[config.mk]
export PLATFORM = sky130hd
export DESIGN_NAME = e203_exu_flush_arb_flat
export DESIGN_NICKNAME = d
export VERILOG_FILES = /design/src/rtl/e203_exu_flush_arb_if.sv /design/src/rtl/e203_exu_flush_arb.sv /design/src/flat_wrapper.sv
export SDC_FILE = /design/constraint.sdc
export NUM_CORES = 1
export LEC_CHECK = 0
export CORE_MARGIN = 4
export CORE_UTILIZATION = 42
export CTS_CLUSTER_DIAMETER = 50
export DETAILED_ROUTE_END_ITERATION = 10
export HOLD_SLACK_MARGIN = 0.08
export PLACE_DENSITY_LB_ADDON = 0.05
export SYNTH_ARGS = -nofsm -noshare
export SYNTH_HDL_FRONTEND = slang
export SYNTH_SLANG_ARGS = --single-unit
[constraint.sdc]
create_clock -name clk -period 8.3 [get_ports clk]
set_input_delay 2.075 -clock clk [delete_from_list [all_inputs] [get_ports clk]]
set_output_delay 2.075 -clock clk [all_outputs]
set_load 0.05 [all_outputs]
[src/rtl/e203_exu_flush_arb_if.sv]
// Flush handshake bundle between the commit-stage flush sources, the flush arbiter and the IFU.
interface e203_exu_flush_arb_if #(
    parameter int NCH     = 2,
    parameter int PC_SIZE = 32
);
    logic [NCH-1:0]         src_req;
    logic [NCH*PC_SIZE-1:0] src_op1;
    logic [NCH*PC_SIZE-1:0] src_op2;
    logic [NCH-1:0]         src_ack;
    logic                   pipe_flush_req;
    logic [PC_SIZE-1:0]     pipe_flush_add_op1;
    logic [PC_SIZE-1:0]     pipe_flush_add_op2;
    logic [NCH-1:0]         pipe_flush_src;
    logic                   pipe_flush_ack;
    logic                   flush_pulse;

    modport master (
        output src_req, src_op1, src_op2, pipe_flush_ack,
        input  src_ack, pipe_flush_req, pipe_flush_add_op1, pipe_flush_add_op2,
               pipe_flush_src, flush_pulse
    );

    modport slave (
        input  src_req, src_op1, src_op2, pipe_flush_ack,
        output src_ack, pipe_flush_req, pipe_flush_add_op1, pipe_flush_add_op2,
               pipe_flush_src, flush_pulse
    );
endinterface

[src/rtl/e203_exu_flush_arb.sv]
// Priority flush arbiter (channel 0 highest) with optional preemption and a saturating flush counter.
// Define E203_FLUSH_ARB_BQ_EN to add the buffered BHT-update queue.
module e203_exu_flush_arb #(
    parameter int NCH      = 2,
    parameter int PC_SIZE  = 32,
    parameter int CNT_W    = 16,
    parameter int PREEMPT  = 1,
    parameter int BQ_DEPTH = 4
) (
    input  logic                 clk,
    input  logic                 rst,
    e203_exu_flush_arb_if.slave  fl,
    input  logic                 cnt_clr_i,
    output logic [CNT_W-1:0]     flush_cnt_o
`ifdef E203_FLUSH_ARB_BQ_EN
    ,
    input  logic                 bq_wr_vld_i,
    input  logic                 bq_wr_taken_i,
    input  logic [PC_SIZE-1:0]   bq_wr_pc_i,
    input  logic                 bq_rd_rdy_i,
    output logic                 bq_rd_vld_o,
    output logic                 bq_rd_taken_o,
    output logic [PC_SIZE-1:0]   bq_rd_pc_o,
    output logic                 bq_full_o,
    output logic [7:0]           bq_drop_cnt_o
`endif
);

    if (BQ_DEPTH < 2 || (BQ_DEPTH & (BQ_DEPTH - 1)) != 0) begin : g_bad_depth
        $error("BQ_DEPTH must be a power of two and at least 2");
    end

    typedef enum logic {IDLE, REQ} state_e;

    state_e             state_q, state_d;
    logic [NCH-1:0]     grant_q, grant_d;
    logic [PC_SIZE-1:0] op1_q, op1_d, op2_q, op2_d;
    logic [CNT_W-1:0]   cnt_q, cnt_d;
    logic [NCH-1:0]     pick;
    logic [PC_SIZE-1:0] pick_op1, pick_op2;
    logic [NCH-1:0]     ack;
    logic               pulse;

    // Descending scan so the lowest-indexed requester is the last (winning) hit.
    always_comb begin
        pick     = '0;
        pick_op1 = '0;
        pick_op2 = '0;
        for (int i = NCH - 1; i >= 0; i--) begin
            if (fl.src_req[i]) begin
                pick     = '0;
                pick[i]  = 1'b1;
                pick_op1 = fl.src_op1[i*PC_SIZE +: PC_SIZE];
                pick_op2 = fl.src_op2[i*PC_SIZE +: PC_SIZE];
            end
        end
    end

    always_comb begin
        state_d = state_q;
        grant_d = grant_q;
        op1_d   = op1_q;
        op2_d   = op2_q;
        ack     = '0;
        pulse   = 1'b0;
        case (state_q)
            IDLE: begin
                if (|fl.src_req) begin
                    state_d = REQ;
                    grant_d = pick;
                    op1_d   = pick_op1;
                    op2_d   = pick_op2;
                end
            end
            REQ: begin
                if (fl.pipe_flush_ack) begin
                    ack     = grant_q;
                    pulse   = 1'b1;
                    grant_d = '0;
                    state_d = IDLE;
                end else if ((PREEMPT != 0) && !grant_q[0] && fl.src_req[0]) begin
                    grant_d = NCH'(1);
                    op1_d   = fl.src_op1[PC_SIZE-1:0];
                    op2_d   = fl.src_op2[PC_SIZE-1:0];
                end
            end
            default: state_d = IDLE;
        endcase
    end

    always_comb begin
        cnt_d = cnt_q;
        if (cnt_clr_i) begin
            cnt_d = '0;
        end else if (pulse && (cnt_q != '1)) begin
            cnt_d = cnt_q + CNT_W'(1);
        end
    end

    always_ff @(posedge clk or posedge rst) begin
        if (rst) begin
            state_q <= IDLE;
            grant_q <= '0;
            op1_q   <= '0;
            op2_q   <= '0;
            cnt_q   <= '0;
        end else begin
            state_q <= state_d;
            grant_q <= grant_d;
            op1_q   <= op1_d;
            op2_q   <= op2_d;
            cnt_q   <= cnt_d;
        end
    end

    assign fl.pipe_flush_req     = (state_q == REQ);
    assign fl.pipe_flush_src     = grant_q;
    assign fl.pipe_flush_add_op1 = op1_q;
    assign fl.pipe_flush_add_op2 = op2_q;
    assign fl.src_ack            = ack;
    assign fl.flush_pulse        = pulse;
    assign flush_cnt_o           = cnt_q;

`ifdef E203_FLUSH_ARB_BQ_EN
    localparam int BQ_AW = $clog2(BQ_DEPTH);

    logic [PC_SIZE-1:0]  bq_pc_q [BQ_DEPTH];
    logic [BQ_DEPTH-1:0] bq_taken_q;
    logic [BQ_AW-1:0]    bq_wptr_q, bq_rptr_q;
    logic [BQ_AW:0]      bq_count_q;
    logic [7:0]          bq_drop_q;
    logic                bq_vld, bq_push, bq_pop;

    assign bq_vld    = (bq_count_q != '0);
    assign bq_full_o = (bq_count_q == (BQ_AW+1)'(BQ_DEPTH));
    assign bq_pop    = bq_vld & bq_rd_rdy_i;
    // A pop frees the slot in the same cycle, so a full queue still accepts a push alongside it.
    assign bq_push   = bq_wr_vld_i & (~bq_full_o | bq_pop);

    always_ff @(posedge clk or posedge rst) begin
        if (rst) begin
            bq_wptr_q  <= '0;
            bq_rptr_q  <= '0;
            bq_count_q <= '0;
            bq_drop_q  <= '0;
        end else begin
            if (bq_push) bq_wptr_q <= bq_wptr_q + BQ_AW'(1);
            if (bq_pop)  bq_rptr_q <= bq_rptr_q + BQ_AW'(1);
            if (bq_push && !bq_pop) bq_count_q <= bq_count_q + (BQ_AW+1)'(1);
            else if (!bq_push && bq_pop) bq_count_q <= bq_count_q - (BQ_AW+1)'(1);
            if (bq_wr_vld_i && !bq_push && (bq_drop_q != 8'hFF)) bq_drop_q <= bq_drop_q + 8'd1;
        end
    end

    always_ff @(posedge clk) begin
        if (bq_push) begin
            bq_pc_q[bq_wptr_q]    <= bq_wr_pc_i;
            bq_taken_q[bq_wptr_q] <= bq_wr_taken_i;
        end
    end

    assign bq_rd_vld_o   = bq_vld;
    assign bq_rd_pc_o    = bq_vld ? bq_pc_q[bq_rptr_q] : '0;
    assign bq_rd_taken_o = bq_vld & bq_taken_q[bq_rptr_q];
    assign bq_drop_cnt_o = bq_drop_q;
`endif

endmodule

[src/flat_wrapper.sv]
// flat-port wrapper written by rule: the top's interface ports become plain ports
module e203_exu_flush_arb_flat 
#(
    parameter int NCH      = 2,
    parameter int PC_SIZE  = 32,
    parameter int CNT_W    = 16,
    parameter int PREEMPT  = 1,
    parameter int BQ_DEPTH = 4
)
  (clk, rst, cnt_clr_i, flush_cnt_o, fl_src_req, fl_src_op1, fl_src_op2, fl_pipe_flush_ack, fl_src_ack, fl_pipe_flush_req, fl_pipe_flush_add_op1, fl_pipe_flush_add_op2, fl_pipe_flush_src, fl_flush_pulse);
  e203_exu_flush_arb_if #(.NCH(NCH), .PC_SIZE(PC_SIZE)) fl_i ();
  input  logic clk;
  input  logic rst;
  input  logic cnt_clr_i;
  output logic [CNT_W-1:0] flush_cnt_o;
  input wire logic [$bits(fl_i.src_req)-1:0] fl_src_req;
  input wire logic [$bits(fl_i.src_op1)-1:0] fl_src_op1;
  input wire logic [$bits(fl_i.src_op2)-1:0] fl_src_op2;
  input wire logic [$bits(fl_i.pipe_flush_ack)-1:0] fl_pipe_flush_ack;
  output wire logic [$bits(fl_i.src_ack)-1:0] fl_src_ack;
  output wire logic [$bits(fl_i.pipe_flush_req)-1:0] fl_pipe_flush_req;
  output wire logic [$bits(fl_i.pipe_flush_add_op1)-1:0] fl_pipe_flush_add_op1;
  output wire logic [$bits(fl_i.pipe_flush_add_op2)-1:0] fl_pipe_flush_add_op2;
  output wire logic [$bits(fl_i.pipe_flush_src)-1:0] fl_pipe_flush_src;
  output wire logic [$bits(fl_i.flush_pulse)-1:0] fl_flush_pulse;
  assign fl_i.src_req = fl_src_req;
  assign fl_i.src_op1 = fl_src_op1;
  assign fl_i.src_op2 = fl_src_op2;
  assign fl_i.pipe_flush_ack = fl_pipe_flush_ack;
  assign fl_src_ack = fl_i.src_ack;
  assign fl_pipe_flush_req = fl_i.pipe_flush_req;
  assign fl_pipe_flush_add_op1 = fl_i.pipe_flush_add_op1;
  assign fl_pipe_flush_add_op2 = fl_i.pipe_flush_add_op2;
  assign fl_pipe_flush_src = fl_i.pipe_flush_src;
  assign fl_flush_pulse = fl_i.flush_pulse;
  e203_exu_flush_arb #(.NCH(NCH), .PC_SIZE(PC_SIZE), .CNT_W(CNT_W), .PREEMPT(PREEMPT), .BQ_DEPTH(BQ_DEPTH)) u_core (.clk(clk), .rst(rst), .fl(fl_i), .cnt_clr_i(cnt_clr_i), .flush_cnt_o(flush_cnt_o));
endmodule
# Word level (Yosys, flattened, before mapping)
# Index checks and enable logic that the tools add are counted.
[op_classes]
n_mux = 27
reduce_logical = 7
bitwise_logic = 1
n_addsub = 1
n_eq_ne = 5
[op_table]
columns = ["cell", "count"]
rows = [
  ["32-bit 2-to-1 mux", 10],
  ["32-bit one-hot mux with 2 select lines", 2],
  ["16-bit 2-to-1 mux", 2],
  ["16-bit by 1-bit adder with 16-bit output (second input constant)", 1],
  ["16-bit != test (second input constant)", 1],
  ["2-bit 2-to-1 mux", 7],
  ["1-bit 2-to-1 mux", 4],
  ["2-bit != test (second input constant)", 2],
  ["2-bit one-hot mux with 2 select lines", 1],
  ["3-bit != test (second input constant)", 1],
  ["3-bit AND reduction", 1],
  ["1-bit logical AND", 2],
  ["2-bit by 1-bit != test with 1-bit output (second input constant)", 1],
  ["1-bit one-hot mux with 2 select lines", 1],
  ["2-bit AND reduction", 1],
  ["2-bit nonzero test", 1],
  ["2-bit OR reduction", 1],
  ["1-bit logical NOT", 1],
  ["1-bit NOT", 1],
]
[totals]
register_bits = 83
in_bits = 134
elab_cells = 46
out_inout_bits = 86

# Longest topological paths before layout
[depth]
word_depth = 5
ltp_mapped = 7
mapped_depth_nobuf = 5

# Worst setup path after synthesis
# Ideal clock, no wire load.
[synth_timing]
path_type = "in2out"
startpoint = "in fl_pipe_flush_ack"
endpoint = "out fl_flush_pulse"
slack_ns = 3.641
t_arrival_ns = 2.584
path_stages = 2
path_buffers = 0
required_ns = 6.225
path_cell_list = "nand2_2 inv_1"
[synth_between]
elab_chain_cells = 2
[synth_lines]
columns = ["item", "line", "source"]
rows = [
  ["start, declared", "flat_wrapper.sv:19", "input wire logic [$bits(fl_i.pipe_flush_ack)-1:0] fl_pipe_flush_ack;"],
  ["1-bit 2-to-1 mux", "e203_exu_flush_arb.sv:76", "if (fl.pipe_flush_ack) begin"],
  ["1-bit 2-to-1 mux", "e203_exu_flush_arb.sv:66", "case (state_q)"],
  ["end, declared", "flat_wrapper.sv:25", "output wire logic [$bits(fl_i.flush_pulse)-1:0] fl_flush_pulse;"],
]
# No other way between the ends.

# Final worst setup path
# Same ends and word-level chain as after synthesis.

==> reports/metrics.csv <==
stage,metric,value,unit
routing,DRT iter0 DRCs,146,
power,Lkg Pwr,2.83,nW
final_layout,final instance area,0.00652,mm2
final_layout,"non-filler cells, final",803,
synthesis,mapped cell area,0.00408,mm2
clock_tree,CTS Buf Count,9,
synthesis,"Seq/Total Area, Yosys",0.509,
final_layout,Nets,805,
clock_tree,clock tree buffer depth,2,
floorplanning,Initial Util,0.437,
grt,grt total ovfl,0,
sta,RSZ-0062 raised after global routing,no,
power,Peak supply drop,0.104,mV
power,PwrDens,214,mW/mm2
grt,largest net degree at the start of global routing,84,
floorplanning,Die Y,107,um
floorplanning,core area,0.00933,mm2
placement,Cells after DPL,788,
floorplanning,Die ar.,0.0114,mm2
routing,wire per inst,15.9,um
setup_path,slack of the worst reg-to-reg path,6.06,ns
clock_tree,postcts setup bufs,0,
run,max cap viols,0,
synthesis,"EDFF count, synth",0,
clock_tree,Worst-Skew Late Latency,0.35,ns
run_status,status,finished clean,
final_layout,FILL cells,794,
sta,Achievable Freq,166,MHz
floorplanning,Cell Rows,35,
sta,Final setup viols,0,
clock_tree,"Hold-fix buffers, CTS",0,
routing,DRC errors left,0,
routing,vias per cell,5.21,
synthesis,Unique masters post-synth,27,
synthesis,"Top FF cell, synth",dfrtp_1,
placement,final RePlAce weighted congestion,0.781,
setup_path,crit path capture type,output pin,
setup_path,Startpoint Class,input port,
synthesis,synthesized net count,610,
grt,first-pass GRT wire length,20.2,mm
setup_path,Worst EP required,6.23,ns
hold_path,hold crit path type,reg2reg,
sta,Max-Slew Margin vs Limit,0.214,
final_layout,antenna fix cells,0,
setup_path,CP max FO,17,
floorplanning,I/O pins,220,
sta,fin crit share,0.725,
placement,Port Buf Inserts,219,
synthesis,YS warnings,0,
routing,Final ANT Viol Nets,0,
floorplanning,chip width,107,um
synthesis,Synth Area per Inst,8.59,um2
placement,placed cell area,0.00633,mm2
clock_tree,Resized Gates After CTS,0,
setup_path,worst path arrival time,3.94,ns
final_layout,layout cell share with drive strength beyond 1,0.0445,
sta,Slew Limit Fails,0,
synthesis,"FFs w/ async S/R, synth",1.00,
sta,Tmin final,6.02,ns
sta,Worst-Margin Slew,1.18,ns
sta,Fin Setup TNS,0,ns
clock_tree,Worst-path clk slew,0.07,ns
clock_tree,CTS sink count,83,
sta,Layout Skew,0.0181,ns
grt,initial antenna violation count,0,
routing,Via Count,4187,
grt,GR Util All Layers,0.221,
sta,Fin. Hold Viols,0,
synthesis,Mapped Cells,475,
clock_tree,CTS tree,done,
routing,Detailed Route WL,12.8,mm
routing,Initial DRT Pass Iterations,4,
final_layout,area grow syn2layout,59.8,%
sta,hold slack,0.473,ns
synthesis,#FFs+latches synth,83,
grt,vias in the first global route,4022,
clock_tree,CTS Root Cell,clkbuf_8,
placement,DP HPWL,9.30,mm
power,Pwr Total,0.00140,W
setup_path,critical path type,in2out,
clock_tree,H-tree Lvls,3,
worst max-delay path: stages:
cell and delay, ns:
clkdlybuf4s50_1 0.56, nand2_2 0.21, inv_1 0.24, clkdlybuf4s50_1 0.85
registers in the layout, summed over array words and instances, names as in the netlist:
| register | cells |
|---|---|
| u_core.fl.pipe_flush_src | 2 |
| u_core.flush_cnt_o | 16 |
| u_core.fl.pipe_flush_add_op2 | 32 |
| u_core.fl.pipe_flush_add_op1 | 32 |
| u_core.fl.pipe_flush_req | 1 |
per-layer routing:
layer  share of wire  wire (um)  global-route usage  vias up
met2            0.50       6380               0.385      155
met5               0          0                   0        -
met1            0.39       4970               0.258     1943
met3           0.091       1160              0.0686       16
li1                -          -                   -     2073
met4           0.020        256              0.0776        0
cell families (layout without fill, tap and decap cells):
kind of cell,count (synthesis),count (layout),synth area share
simple gates,190,190,0.241
compound gates,155,155,0.196
flops,83,83,0.509
buf+inv,42,241,0.0396
mux,4,4,0.0110
fa+ha+maj,1,1,0.00307
synth_stat cells (6+ instances only):
cell type,number,area share
nor2_1,10,0.0092
o31ai_1,6,0.011
or3_1,8,0.012
nand2_1,76,0.070
or4_1,7,0.013
clkbuf_1,36,0.033
nand4_1,6,0.0092
a21oi_1,76,0.093
and3_1,64,0.098
dfrtp_1,83,0.51
o21ai_0,70,0.086
placed cells by master, fill, tap and decap left out, drive strengths merged, types with 3 or more instances in the layout:
cell           count
clkdlybuf4s50    218
dfrtp             83
nand2             77
a21oi             76
o21ai             70
and3              64
clkbuf            11
nor2              10
or3                8
or4                7
nand4              6
o31ai              6
buf                5
nor2b              4
mux2               4
nor4               4
or2                3
clkinvlp           3
layout make-up:
| type | count | area [um2] | share of cell area |
|---|---|---|---|
| clock buffer | 11 | 131 | 0.0202 |
| clock inverter | 4 | 52.6 | 0.00806 |
| inverter | 3 | 12.5 | 0.00192 |
| multi-input combinational | 350 | 1870 | 0.286 |
| sequential | 83 | 2080 | 0.319 |
| tap | 129 | 161 | 0.0248 |
| timing repair buffer | 223 | 2220 | 0.340 |
worst paths after layout:
kind                                                                   start                                      endpoint  cells after the start
worst max-delay path                                       fl_pipe_flush_ack                                fl_flush_pulse                      4
worst min-delay path            u_core.fl.pipe_flush_add_op2[27]$_DFFE_PP0P_  u_core.fl.pipe_flush_add_op2[27]$_DFFE_PP0P_                      2
worst min register to register  u_core.fl.pipe_flush_add_op2[27]$_DFFE_PP0P_  u_core.fl.pipe_flush_add_op2[27]$_DFFE_PP0P_                      2
worst max register to register            u_core.fl.pipe_flush_req$_DFF_PP0_             u_core.flush_cnt_o[9]$_DFFE_PP0P_                      4
min in group asynchronous                                                rst  u_core.fl.pipe_flush_add_op2[13]$_DFFE_PP0P_                      3
max in group asynchronous                                                rst             u_core.flush_cnt_o[0]$_DFFE_PP0P_                      3
power by group:
group	switching [W]	total (W)	internal, W
registers	0.0000386	0.000512	0.000474
clock network	0.000142	0.000280	0.000138
logic	0.000392	0.000604	0.000212
stage by stage:
step | setup WS (ns) | util
after CTS | 2.30 | 0.699
final | 2.28 | 0.699
after global placement | 2.37 | 0.679
after global routing | 2.18 | 0.699
after floorplan | 3.64 | -
after detailed placement | 2.30 | 0.679
No activity file was read; power rests on OpenSTA's default activity.
